`src/rtl/axis_rr_arbiter_pkg.sv`:
```
// Shared types and constants for the round-robin AXI4-Stream packet arbiter.
package axis_arb_pkg;

    // Input-side sequencing: idle (arbitrating) or busy (forwarding one packet).
    typedef enum logic [0:0] {
        ST_IDLE,
        ST_BUSY
    } arb_state_t;

    // Width of each per-source packet counter.
    localparam int unsigned PKT_CNT_W = 16;

endpackage

```
`src/rtl/axis_rr_arbiter_if.sv`:
```
// Bundle of the N upstream stream sources and the single downstream stream.
// The arbiter sits on the slave modport: it consumes the s_axis_* sources and drives m_axis_*.
// The master modport is the view of whatever surrounds the arbiter (sources and sink).
interface axis_rr_arbiter_if #(
    parameter int unsigned NUM_SRC = 4,
    parameter int unsigned DATA_W  = 32
);
    localparam int unsigned DEST_W = $clog2(NUM_SRC);

    logic [NUM_SRC*DATA_W-1:0] s_axis_tdata;
    logic [NUM_SRC-1:0]        s_axis_tvalid;
    logic [NUM_SRC-1:0]        s_axis_tlast;
    logic [NUM_SRC-1:0]        s_axis_tready;

    logic [DATA_W-1:0]         m_axis_tdata;
    logic                      m_axis_tvalid;
    logic                      m_axis_tlast;
    logic [DEST_W-1:0]         m_axis_tdest;
    logic                      m_axis_tready;

    modport slave (
        input  s_axis_tdata, s_axis_tvalid, s_axis_tlast, m_axis_tready,
        output s_axis_tready, m_axis_tdata, m_axis_tvalid, m_axis_tlast, m_axis_tdest
    );

    modport master (
        output s_axis_tdata, s_axis_tvalid, s_axis_tlast, m_axis_tready,
        input  s_axis_tready, m_axis_tdata, m_axis_tvalid, m_axis_tlast, m_axis_tdest
    );

endinterface

```
`src/rtl/axis_rr_pick.sv`:
```
// Combinational round-robin picker: first asserted request at or after ptr, scanning upward
// modulo NUM_SRC.
module axis_rr_pick #(
    parameter int unsigned NUM_SRC = 4
) (
    input  logic [NUM_SRC-1:0]         req,
    input  logic [$clog2(NUM_SRC)-1:0] ptr,
    output logic [$clog2(NUM_SRC)-1:0] gnt_idx,
    output logic                       gnt_any
);
    localparam int unsigned IDX_W = $clog2(NUM_SRC);

    // Rotating priority scan starting at ptr; first hit wins.
    always_comb begin : p_pick
        int unsigned idx;
        logic [IDX_W-1:0] pos;
        idx     = 0;
        pos     = '0;
        gnt_idx = '0;
        gnt_any = 1'b0;
        for (int unsigned k = 0; k < NUM_SRC; k++) begin
            idx = 32'(ptr) + k;
            if (idx >= NUM_SRC) begin
                idx = idx - NUM_SRC;
            end
            pos = IDX_W'(idx);
            if (!gnt_any && req[pos]) begin
                gnt_any = 1'b1;
                gnt_idx = pos;
            end
        end
    end

endmodule

```
`src/rtl/axis_rr_arbiter.sv`:
```
// Round-robin N:1 AXI4-Stream packet arbiter with one output register stage.
// A source keeps the output from grant until its TLAST beat is accepted; each beat is tagged
// with its source index on m_axis_tdest.
// Optional feature: define AXIS_RR_ARB_PKT_CNT_EN to add per-source 16-bit packet counters
// on the pkt_cnt port.
module axis_rr_arbiter
    import axis_arb_pkg::*;
#(
    parameter int unsigned NUM_SRC = 4,
    parameter int unsigned DATA_W  = 32
) (
    input  logic                         aclk,
    input  logic                         aresetn,
`ifdef AXIS_RR_ARB_PKT_CNT_EN
    output logic [NUM_SRC*PKT_CNT_W-1:0] pkt_cnt,
`endif
    axis_rr_arbiter_if.slave             bus
);
    localparam int unsigned DEST_W = $clog2(NUM_SRC);

    arb_state_t        state_q, state_d;
    logic [DEST_W-1:0] grant_q, grant_d;
    logic [DEST_W-1:0] rr_ptr_q, rr_ptr_d;

    logic [DEST_W-1:0] pick_idx;
    logic              pick_any;

    logic [DATA_W-1:0] sel_data;
    logic              sel_valid;
    logic              sel_last;
    logic              src_ready;
    logic              accept;
    logic [NUM_SRC-1:0] s_ready;

    logic [DATA_W-1:0] out_data_q;
    logic              out_valid_q;
    logic              out_last_q;
    logic [DEST_W-1:0] out_dest_q;

    axis_rr_pick #(
        .NUM_SRC (NUM_SRC)
    ) u_pick (
        .req     (bus.s_axis_tvalid),
        .ptr     (rr_ptr_q),
        .gnt_idx (pick_idx),
        .gnt_any (pick_any)
    );

    // Route the granted source's lane to the output register input.
    always_comb begin
        sel_data  = '0;
        sel_valid = 1'b0;
        sel_last  = 1'b0;
        for (int unsigned i = 0; i < NUM_SRC; i++) begin
            if (grant_q == DEST_W'(i)) begin
                sel_data  = bus.s_axis_tdata[i*DATA_W +: DATA_W];
                sel_valid = bus.s_axis_tvalid[i];
                sel_last  = bus.s_axis_tlast[i];
            end
        end
    end

    // Ready only to the granted source, and only when the output register can take a beat.
    always_comb begin
        src_ready = (state_q == ST_BUSY) && (!out_valid_q || bus.m_axis_tready);
        accept    = src_ready && sel_valid;
        s_ready   = '0;
        for (int unsigned i = 0; i < NUM_SRC; i++) begin
            s_ready[i] = src_ready && (grant_q == DEST_W'(i));
        end
    end

    // Next-state: arbitrate in idle, release the grant after the TLAST beat.
    always_comb begin
        state_d  = state_q;
        grant_d  = grant_q;
        rr_ptr_d = rr_ptr_q;
        unique case (state_q)
            ST_IDLE: begin
                if (pick_any) begin
                    grant_d  = pick_idx;
                    rr_ptr_d = (pick_idx == DEST_W'(NUM_SRC - 1)) ? '0 : pick_idx + DEST_W'(1);
                    state_d  = ST_BUSY;
                end
            end
            ST_BUSY: begin
                if (accept && sel_last) begin
                    state_d = ST_IDLE;
                end
            end
            default: state_d = ST_IDLE;
        endcase
    end

    // FSM, grant and round-robin pointer registers.
    always_ff @(posedge aclk or negedge aresetn) begin
        if (!aresetn) begin
            state_q  <= ST_IDLE;
            grant_q  <= '0;
            rr_ptr_q <= '0;
        end else begin
            state_q  <= state_d;
            grant_q  <= grant_d;
            rr_ptr_q <= rr_ptr_d;
        end
    end

    // Output register: load on acceptance, drain on downstream ready, hold while stalled.
    always_ff @(posedge aclk or negedge aresetn) begin
        if (!aresetn) begin
            out_data_q  <= '0;
            out_valid_q <= 1'b0;
            out_last_q  <= 1'b0;
            out_dest_q  <= '0;
        end else if (accept) begin
            out_data_q  <= sel_data;
            out_valid_q <= 1'b1;
            out_last_q  <= sel_last;
            out_dest_q  <= grant_q;
        end else if (bus.m_axis_tready) begin
            out_valid_q <= 1'b0;
        end
    end

    assign bus.s_axis_tready = s_ready;
    assign bus.m_axis_tdata  = out_data_q;
    assign bus.m_axis_tvalid = out_valid_q;
    assign bus.m_axis_tlast  = out_last_q;
    assign bus.m_axis_tdest  = out_dest_q;

`ifdef AXIS_RR_ARB_PKT_CNT_EN
    logic [PKT_CNT_W-1:0] cnt_q [NUM_SRC];

    // Per-source completed-packet counters; wrap naturally at all-ones.
    always_ff @(posedge aclk or negedge aresetn) begin
        if (!aresetn) begin
            for (int unsigned i = 0; i < NUM_SRC; i++) begin
                cnt_q[i] <= '0;
            end
        end else begin
            for (int unsigned i = 0; i < NUM_SRC; i++) begin
                if (accept && sel_last && (grant_q == DEST_W'(i))) begin
                    cnt_q[i] <= cnt_q[i] + PKT_CNT_W'(1);
                end
            end
        end
    end

    // Flatten the counters onto the output port.
    always_comb begin
        pkt_cnt = '0;
        for (int unsigned i = 0; i < NUM_SRC; i++) begin
            pkt_cnt[i*PKT_CNT_W +: PKT_CNT_W] = cnt_q[i];
        end
    end
`endif

endmodule

```
`src/flat_wrapper.sv`:
```
// flat-port wrapper written by rule: the top's interface ports become plain ports
module axis_rr_arbiter_flat import axis_arb_pkg::*;
#(
    parameter int unsigned NUM_SRC = 4,
    parameter int unsigned DATA_W  = 32
)
  (aclk, aresetn, bus_s_axis_tdata, bus_s_axis_tvalid, bus_s_axis_tlast, bus_m_axis_tready, bus_s_axis_tready, bus_m_axis_tdata, bus_m_axis_tvalid, bus_m_axis_tlast, bus_m_axis_tdest);
  axis_rr_arbiter_if #(.NUM_SRC(NUM_SRC), .DATA_W(DATA_W)) bus_i ();
  input  logic aclk;
  input  logic aresetn;
  input wire logic [$bits(bus_i.s_axis_tdata)-1:0] bus_s_axis_tdata;
  input wire logic [$bits(bus_i.s_axis_tvalid)-1:0] bus_s_axis_tvalid;
  input wire logic [$bits(bus_i.s_axis_tlast)-1:0] bus_s_axis_tlast;
  input wire logic [$bits(bus_i.m_axis_tready)-1:0] bus_m_axis_tready;
  output wire logic [$bits(bus_i.s_axis_tready)-1:0] bus_s_axis_tready;
  output wire logic [$bits(bus_i.m_axis_tdata)-1:0] bus_m_axis_tdata;
  output wire logic [$bits(bus_i.m_axis_tvalid)-1:0] bus_m_axis_tvalid;
  output wire logic [$bits(bus_i.m_axis_tlast)-1:0] bus_m_axis_tlast;
  output wire logic [$bits(bus_i.m_axis_tdest)-1:0] bus_m_axis_tdest;
  assign bus_i.s_axis_tdata = bus_s_axis_tdata;
  assign bus_i.s_axis_tvalid = bus_s_axis_tvalid;
  assign bus_i.s_axis_tlast = bus_s_axis_tlast;
  assign bus_i.m_axis_tready = bus_m_axis_tready;
  assign bus_s_axis_tready = bus_i.s_axis_tready;
  assign bus_m_axis_tdata = bus_i.m_axis_tdata;
  assign bus_m_axis_tvalid = bus_i.m_axis_tvalid;
  assign bus_m_axis_tlast = bus_i.m_axis_tlast;
  assign bus_m_axis_tdest = bus_i.m_axis_tdest;
  axis_rr_arbiter #(.NUM_SRC(NUM_SRC), .DATA_W(DATA_W)) u_core (.aclk(aclk), .aresetn(aresetn), .bus(bus_i));
endmodule
```
`config.mk`:
```
export PLATFORM = sky130hd
export DESIGN_NAME = axis_rr_arbiter_flat
export DESIGN_NICKNAME = d
export VERILOG_FILES = /design/src/rtl/axis_rr_arbiter_pkg.sv /design/src/rtl/axis_rr_arbiter_if.sv /design/src/rtl/axis_rr_pick.sv /design/src/rtl/axis_rr_arbiter.sv /design/src/flat_wrapper.sv
export SDC_FILE = /design/constraint.sdc
export NUM_CORES = 1
export LEC_CHECK = 0
export CELL_PAD_IN_SITES_DETAIL_PLACEMENT = 0
export CELL_PAD_IN_SITES_GLOBAL_PLACEMENT = 1
export CORE_MARGIN = 2
export CORE_UTILIZATION = 29
export DETAILED_ROUTE_END_ITERATION = 10
export PLACE_DENSITY = 0.95
export RECOVER_POWER = 100
export SLEW_MARGIN = 20
export SYNTH_ARGS = -nofsm -noshare
export SYNTH_HDL_FRONTEND = slang
export SYNTH_SLANG_ARGS = --single-unit
```
`constraint.sdc`:
```
create_clock -name aclk -period 3.4 [get_ports aclk]
set_input_delay 0.68 -clock aclk [delete_from_list [all_inputs] [get_ports aclk]]
set_output_delay 0.68 -clock aclk [all_outputs]
set_load 0.1 [all_outputs]
```
==> flow_summary.yaml <==
critical_path:
  cp-startpoint: "bus_m_axis_tready"
  r2r-end: "u_core.bus.m_axis_tdata[27]"
  worstSetupStartpointType: "input port"
  reg2reg_from: "u_core.grant_q[0]"
  end_kind: "output port"
  worst-setup-path-type: "in2out"
  rrSetupSlack_ns: 1.04
  worst-endpoint-arrival_ns: 2.15
  rr_worst_depth: 3
  cp_data_required_time_ns: 2.72
  crit_fanout: 4
job:
  drv_cap: 1
global_route:
  first_global_vias: 2434
  grt_max_degree: 42
  antenna_found_initial: 0
  grtUsageTotal_pct: 15.2
  grt-ovfl-total: 0
  grt_pass1_wl_um: 11900
placement:
  hpwl_um: 5960
  place_area_um2: 4440
  gp_congestion: 0.777
  dp_slack_ns: 0.670
  port_buffers: 178
detailed_routing:
  post_drt_wl_per_cell_um: 16.6
  ant_nets: 0
  drc: 0
  via_count: 2125
  drt_iter0_markers: 22
  dr.pass1.iters: 4
  via_per_inst: 4.82
  totalWireLength_um: 7340
floorplanning:
  dieHeight_um: 99.1
  pin_count: 179
  core_um2: 8760
  die_area_um2: 9810
  num_rows: 34
  die_x_um: 99.1
  start_util_pct: 29.9
hold_path:
  hold_class: "reg2reg"
  hold_path_depth: 1
  hold_end: "u_core.bus.m_axis_tdata[9]"
  min_from: "u_core.bus.m_axis_tdata[9]"
yosys:
  yosysUniqueCellTypes: 29
  avgSynthCellArea_um2: 16.8
  synth_fa_ha_area_share_pct: 0
  ys_seq_elements: 41
  synthesis.area_um2: 2620
  synth.area.top_cells: "dfrtp_1, mux4_2, mux2_4, buf_12, mux2_1"
  ys_warn_count: 0
  synthTopCellsByCount: "dfrtp_1, mux4_2, mux2_4"
  yosys.area.top_type: "dfrtp_1"
  synth_edf_count: 0
  synth-main-ff-cell: "dfrtp_1"
  seq_area_frac_synth_pct: 39.1
  synth_mux_area_share_pct: 48.7
  synth-async-reset-ratio_pct: 100
  synthSimpleGateAreaFrac_pct: 5.11
  synth_top_area_share_pct: 39.1
  synth.most_common_cell: "dfrtp_1"
  synth_nets: 295
  synth_top_family_by_area: "multiplexers"
  syn_inst: 156
  synth_compound_area_share_pct: 2.34
  synthXorXnorAreaFrac_pct: 0.334
timing:
  tns_ns: 0
  finalWorstSetupSlack_ns: 0.565
  timing.final.max_slew_violations: 42
  tightest_slew_ns: 2.15
  period_share_pct: 83.4
  finalHoldViolations: 0
  finClkSkew_ns: 0.00701
  slew_headroom_pct: -43.4
  period_minus_slack_ns: 2.83
  setup_violations: 0
  rsz0062_at_grt: "no"
  clock.fmax_ghz: 0.353
status:
  violations: "max-capacitance violations, max-slew violations"
  outcome: "complete, but fails checks"
cells_and_area:
  final_area_um2: 4310
  drive_gt1_share_pct: 15.9
  utilization_pct: 49.1
  layout.nets: 471
  area_growth_pct: 64.3
  antenna_cells: 0
clocking:
  clock_path_buffers: 2
  cts_sinks: 41
  cts_resized: 0
  clock-root-buffer: "clkbuf_8"
  clk_pin_slew_ns: 0.08
  cts_tree: "yes"
  ctsHtreeMaxLevel: 2
  cts_buffers: 5
  clk_latency_ns: 0.29
  cts_hold_buf: 0
  postCtsSetupBuffers: 0
pwr:
  total_power_w: 0.00474
  powerDensity_nw_per_um2: 1100
  p_leak_nw: 1.64
  ir_drop_mv: 0.521
[state kept, by name (all words and copies together) (netlist names), named ones only]
register / count
u_core.rr_ptr_q: 1
u_core.bus.m_axis_tlast: 1
u_core.grant_q: 2
u_core.bus.m_axis_tdata: 32
u_core.bus.m_axis_tvalid: 1
u_core.state_q: 1
u_core.bus.m_axis_tdest: 2
[logic make-up after synthesis]
family,after synthesis
AO/OA/AOI/OAI,9
XOR/XNOR,1
buffers and inverters,13
flip-flops,41
multiplexers,70
AND/OR/NAND/NOR,22
[layout make-up]
| cell class | instances | area [um^2] |
|---|---|---|
| Inverter | 2 | 7.51 |
| Multi-Input combinational cell | 102 | 1360 |
| Timing Repair Buffer | 180 | 1680 |
| Fill cell | 845 | 4460 |
| Sequential cell | 41 | 1030 |
| Tap cell | 108 | 135 |
| Clock buffer | 8 | 90.1 |
[routing by layer]
| layer | vias up | wire [um] | GRT usage, % |
|---|---|---|---|
| li1 | 972 | - | - |
| met1 | 1059 | 2830 | 18.1 |
| met2 | 90 | 3930 | 27.7 |
| met3 | 4 | 535 | 4.04 |
| met4 | 0 | 43 | 3.06 |
| met5 | - | 0 | 0 |
[worst max-delay path: stages]
cell and delay [ns]:
clkdlybuf4s50_1 0.46, nand2b_1 0.14, and2_0 0.24, nand2_1 0.08, nor2_1 0.09, clkbuf_2 0.47
[cell usage in the layout, fill, tap and decap left out, drive strengths merged]
master,instances
dlygate4sd3,17
buf,5
xnor2,1
and2,2
nor2,4
nor4,1
clkdlybuf4s50,135
clkbuf,31
nor2b,3
nor3b,2
dfrtp,41
mux2,36
and3,2
a21o,1
nand2b,2
inv,2
nand2,4
o21ai,2
o22a,1
nor3,2
a2111oi,1
a21oi,2
mux4,34
o31a,1
o31ai,1
[per-stage QoR]
stage               hold WS, ns  cells
finish                    0.487    441
global route              0.508    441
CTS                       0.507    441
detailed placement        0.488    433
global placement          0.479    433
floorplan                 0.384    156
[worst max-delay path by stage]
| stage | slack (ns) | to |
|---|---|---|
| floorplan | 0.13 | bus_s_axis_tready[2] |
| global placement | 0.67 | bus_s_axis_tready[2] |
| detailed placement | 0.67 | bus_s_axis_tready[2] |
| CTS | 0.65 | bus_s_axis_tready[2] |
| global route | 0.44 | u_core.grant_q[1] |
| finish | 0.57 | bus_s_axis_tready[2] |
[report_power, final]
group | internal (W) | switching [W]
combinational | 0.00103 | 0.00242
sequential | 0.000753 | 0.000205
clock | 0.000166 | 0.000162
total | 0.00195 | 0.00279
Note: power is estimated with default switching activity, not from simulation.
